[config.mk]
export PLATFORM = sky130hd
export DESIGN_NAME = uc_multiciclo
export DESIGN_NICKNAME = d
export VERILOG_FILES = /design/src/rtl/uc_pkg.sv /design/src/rtl/uc_mc_dec.sv /design/src/rtl/uc_multiciclo.sv
export SDC_FILE = /design/constraint.sdc
export NUM_CORES = 1
export LEC_CHECK = 0
export ABC_AREA = 1
export CORE_MARGIN = 4
export CORE_UTILIZATION = 44
export DETAILED_ROUTE_END_ITERATION = 6
export GPL_ROUTABILITY_DRIVEN = 1
export HOLD_SLACK_MARGIN = 0.1
export PLACE_DENSITY = 0.75
export SYNTH_ARGS = -nofsm -noshare
export SYNTH_HDL_FRONTEND = slang
export SYNTH_SLANG_ARGS = --single-unit
[constraint.sdc]
create_clock -name clk -period 1.45 [get_ports clk]
set_clock_uncertainty 0.05 [all_clocks]
set_input_delay 0.2175 -clock clk [delete_from_list [all_inputs] [get_ports clk]]
set_output_delay 0.2175 -clock clk [all_outputs]
set_load 0.01 [all_outputs]
[src/rtl/uc_pkg.sv]
// Shared types and opcode constants for the multi-cycle control unit.
// State encoding, opcode map and the ALU field helper live here.
package uc_pkg;

  typedef enum logic [1:0] {
    FETCH  = 2'd0,
    DECODE = 2'd1,
    EXEC   = 2'd2,
    HALTED = 2'd3
  } state_t;

  localparam logic [5:0] OP_J    = 6'b000100;
  localparam logic [5:0] OP_JZ   = 6'b000101;
  localparam logic [5:0] OP_JNZ  = 6'b000110;
  localparam logic [5:0] OP_HALT = 6'b000111;

  localparam logic [3:0] OP_LI_PFX  = 4'b0000;
  localparam int         OP_ALU_BIT = 5;

  // ALU operation carried in bits [4:2] of an ALU-class opcode
  function automatic logic [2:0] alu_field(input logic [5:0] op);
    return op[4:2];
  endfunction

endpackage

[src/rtl/uc_mc_dec.sv]
// Combinational opcode classifier for the multi-cycle control unit.
// With UC_MC_HALT_EN defined, 000111 is HALT; otherwise it is flagged illegal.
module uc_mc_dec
  import uc_pkg::*;
(
  input  logic [5:0] op,
  output logic       is_alu,
  output logic       is_li,
  output logic       is_j,
  output logic       is_jz,
  output logic       is_jnz,
  output logic       is_halt,
  output logic       is_illegal
);

  always_comb begin
    is_alu = op[OP_ALU_BIT];
    is_li  = (op[5:2] == OP_LI_PFX);
    is_j   = (op == OP_J);
    is_jz  = (op == OP_JZ);
    is_jnz = (op == OP_JNZ);
`ifdef UC_MC_HALT_EN
    is_halt    = (op == OP_HALT);
    is_illegal = 1'b0;
`else
    is_halt    = 1'b0;
    is_illegal = (op == OP_HALT);
`endif
  end

endmodule

[src/rtl/uc_multiciclo.sv]
// Multi-cycle control unit: FETCH -> DECODE -> EXEC with an imem req/ack handshake.
// Optional HALT instruction and HALTED state are enabled by defining UC_MC_HALT_EN.
module uc_multiciclo
  import uc_pkg::*;
#(
  parameter int OPW  = 6,
  parameter int ALUW = 3
) (
  input  logic            clk,
  input  logic            reset,
  output logic            imem_req,
  input  logic            imem_ack,
  input  logic [OPW-1:0]  imem_op,
  input  logic            z,
  output logic            pc_we,
  output logic            ir_we,
  output logic            s_inc,
  output logic            s_inm,
  output logic            we3,
  output logic            wez,
  output logic [ALUW-1:0] op_alu,
  output logic            busy,
  output logic            illegal
);

  state_t          state;
  state_t          next_state;
  logic [OPW-1:0]  opcode;
  logic [OPW-1:0]  opcode_next;
  logic            illegal_q;

  logic            imem_req_q;
  logic            busy_q;
  logic            pc_we_q;
  logic            we3_q;
  logic            wez_q;
  logic            s_inm_q;
  logic [ALUW-1:0] op_alu_q;

  logic is_alu;
  logic is_li;
  logic is_j;
  logic is_jz;
  logic is_jnz;
  logic is_halt;
  logic is_illegal;

  // Classifying opcode_next lets the registered strobes be set up for the
  // state being entered; in DECODE/EXEC it equals the latched opcode.
  uc_mc_dec u_dec (
    .op         (opcode_next),
    .is_alu     (is_alu),
    .is_li      (is_li),
    .is_j       (is_j),
    .is_jz      (is_jz),
    .is_jnz     (is_jnz),
    .is_halt    (is_halt),
    .is_illegal (is_illegal)
  );

  always_comb begin
    opcode_next = opcode;
    next_state  = state;
    case (state)
      FETCH: begin
        if (imem_ack) begin
          opcode_next = imem_op;
          next_state  = DECODE;
        end
      end
      DECODE: next_state = EXEC;
      EXEC: begin
        next_state = FETCH;
`ifdef UC_MC_HALT_EN
        if (is_halt) next_state = HALTED;
`endif
      end
      HALTED: begin
`ifdef UC_MC_HALT_EN
        next_state = HALTED;
`else
        next_state = FETCH;
`endif
      end
    endcase
  end

  always_ff @(posedge clk) begin
    if (!reset) begin
      state      <= FETCH;
      opcode     <= '0;
      illegal_q  <= 1'b0;
      imem_req_q <= 1'b1;
      busy_q     <= 1'b0;
      pc_we_q    <= 1'b0;
      we3_q      <= 1'b0;
      wez_q      <= 1'b0;
      s_inm_q    <= 1'b0;
      op_alu_q   <= '0;
    end else begin
      state  <= next_state;
      opcode <= opcode_next;
      if (state == DECODE && is_illegal) illegal_q <= 1'b1;
      imem_req_q <= (next_state == FETCH);
      busy_q     <= (next_state != FETCH);
      pc_we_q    <= (next_state == EXEC) && !is_halt;
      we3_q      <= (next_state == EXEC) && (is_alu || is_li);
      wez_q      <= (next_state == EXEC) && is_alu;
      s_inm_q    <= (next_state == EXEC) && is_li && !is_alu;
      op_alu_q   <= (next_state == DECODE || next_state == EXEC) ?
                    alu_field(opcode_next) : '0;
    end
  end

  // Jump conditions use z as it stands during EXEC, so s_inc stays combinational.
  always_comb begin
    s_inc = 1'b1;
    if (state == EXEC) begin
      if (is_j)        s_inc = 1'b0;
      else if (is_jz)  s_inc = ~z;
      else if (is_jnz) s_inc = z;
    end
  end

  // Gating with reset keeps a mid-instruction reset from producing any write.
  assign imem_req = imem_req_q & reset;
  assign ir_we    = reset & (state == FETCH) & imem_ack;
  assign pc_we    = pc_we_q & reset;
  assign we3      = we3_q & reset;
  assign wez      = wez_q & reset;
  assign s_inm    = s_inm_q & reset;
  assign op_alu   = op_alu_q;
  assign busy     = busy_q;
  assign illegal  = illegal_q;

endmodule

==> flow_summary.toml <==
[synthesis]
synth_mux_area_share_pct = 0
syn_avg_cell_area_um2 = 7.276
ys_warn_count = 0
synthCells = 103
seq_area_frac_synth_pct = 48.08
synth_fp_nets = 114
synth_top_family_by_area = "simple AND/OR/NAND/NOR gates"
synthXorXnorAreaFrac_pct = 0
synthesis.area_um2 = 749.5
synth_compound_area_share_pct = 2.337
ys_seq_elements = 18
synthAdderAreaFrac_pct = 1.669
yosys.area_share.simple_pct = 36.73
yosysUniqueCellTypes = 16

[run_status]
violations = "negative setup slack"
status = "finished, violations left"

[final_layout]
fill_cells = 83
diodes = 0
syn_to_final_growth_pct = 79.30
final-seq-area_um2 = 367.9
final_cell_mix = "buf_4, nand2_1, inv_1, dfxtp_1, nand2_2"
stdcell_count = 172
multi_input_area_um2 = 394.1
final_common_cell = "buf_4"
design.final.nets = 168
drive_gt1_share_pct = 47.44
design_area_um2 = 1344

[placed_design]
dp.cells = 152
dpl_cell_area_um2 = 1072
io_buffer_count = 21
routabilityCongestion = 0.8413
post-dp-hpwl_um = 1307
pre_cts_ws_ps = -633.3

[flow_run]
cap_violations = 0

[timing]
hold_viol = 0
setup_tns_ps = -997.7
worstMarginPinSlew_ps = 259.7
period_minus_slack_ps = 1830
setup_viol = 6
maxSlewViolCount = 0
period_share_pct = 126.2
relSlewSlack_pct = 82.65
rsz0062_at_grt = "yes"
fin_ws_ps = -380.1
timing.fmax_ghz = 0.5464

[floorplan]
row_count = 14
initial_utilization_pct = 48.07
ioPinCount = 22
die_w_um = 49.27
die_area_um2 = 2428
core-area_um2 = 1559
die_h_um = 49.27

[critical_path]
arrival_ps = 1560
end_kind = "output pin"
cp.required_ps = 1180
cp_max_fo = 7
worstSetupPathType = "reg -> out"
startpoint_type = "flip-flop"

[power_and_ir_drop]
power_frac_comb_pct = 30.9
p_leak_nw = 0.7343
p_sw_w = 0.0003574
power_w = 0.001229
p_seq_share_pct = 43.6
internal_power_w = 0.0008715
ir_worst_vdd_uv = 706.9
pwr-share-clk_pct = 25.5
p_sw_share_pct = 29.08
p_per_area_nw_per_um2 = 914.5

[grt]
grt_max_degree = 11
grt_pass1_wl_um = 3898
grt_pass1_vias = 896
groute.usage.overall_pct = 21.10
overflow = 0
antenna_found_initial = 0
use_met2_pct = 38.84
met3_usage_pct = 3.670
gr-usage-met1_pct = 22.76
busiest_layer = "met2"

[routing]
vias = 882
ant_nets = 0
avgRoutedWirePerCell_um = 15.96
first_pass_iters = 4
drt_iter0_drc = 17
drc_errors = 0
viasPerCell = 5.128
routed_wl_um = 2745

[clock_network]
root_buffer = "clkbuf_4"
path_clk_slew_ps = 100
cts_made_buffers = 3
cts_max_path_buffers = 2
clkLatencyLatePin_ps = 300
tritoncts = "yes"
clock_sinks = 18
htreeDepth = 1

[min_path]
hold_class = "in -> reg"
## area by class of cell
type / count / area share (%)
timing repair buffer: 50 / 32.87
clock buffer: 4 / 2.700
inverter: 21 / 6.238
sequential: 18 / 27.37
tap: 16 / 1.490
multi-input combinational: 63 / 29.33
## kinds of logic (layout without fill, tap and decap cells)
kind of cell / after synthesis / in the layout
AOI/OAI and AO/OA: 3 / 3
adders and majority gates: 1 / 1
buffers and inverters: 22 / 75
DFF: 18 / 18
and+or+nand+nor: 59 / 59
## worst max-delay path, stage by stage (launching register included)
cell and delay [ps]:
dfxtp_4 380, nor2_4 250, nand3_2 130, nand2_2 100, nor2_1 50, nor2_1 110
nand3b_1 90, buf_2 150
## Yosys cell counts (all sizes together)
cell type	number	area, um^2
a21oi	2	10.01
buf	1	5.000
clkinv	1	3.750
dfxtp	18	360.4
ha	1	12.51
inv	20	75.07
nand2	30	132.6
nand3	10	62.56
nand3b	1	7.510
nor2	18	72.57
o21bai	1	7.510
## power groups by stage
stage / clock (W) / sequential, W / combinational (W)
floorplan: 0 / 0.000548 / 0.000114
global placement: 0 / 0.000544 / 0.000234
detailed placement: 0 / 0.000546 / 0.000238
CTS: 0.000315 / 0.000534 / 0.000318
global route: 0.000346 / 0.000540 / 0.000404
finish: 0.000313 / 0.000536 / 0.000380
## flip-flops by register name (all words and copies together) (netlist names)
register,count
wez_q,1
pc_we_q,1
s_inm_q,1
busy,1
opcode,6
state,2
imem_req_q,1
illegal,1
op_alu,3
we3_q,1
## repair_timing
item | CTS | global route
buffers inserted | 15 | 5
endpoints found under the setup margin | 7 | 19
pin swaps | 12 | 11
hold buffers | 0 | 0
resized for setup | 40 | 23
## per-stage QoR
stage / utilization [%] / hold WS, ps
global placement: 68.78 / 382.5
finish: 86.20 / 271.3
CTS: 81.70 / 414.3
floorplan: - / 355.2
global route: 86.20 / 281.2
detailed placement: 68.78 / 398.0
## routing by layer
metal  vias up  share of wire, %
li1        415                 -
met4         0               4.7
met3        17               5.4
met5         -                 0
met2        43                53
met1       407                37
## path summary, 6_finish.rpt
kind / start / end / slack, ps / cells after the start
setup / recovery: state[0] / s_inc / -380 / 7
hold / removal: reset / illegal / 270 / 4
setup reg to reg: state[0] / opcode[0] / -280 / 11
hold reg to reg: illegal / illegal / 420 / 2
Note: power is estimated with default switching activity, not from simulation.
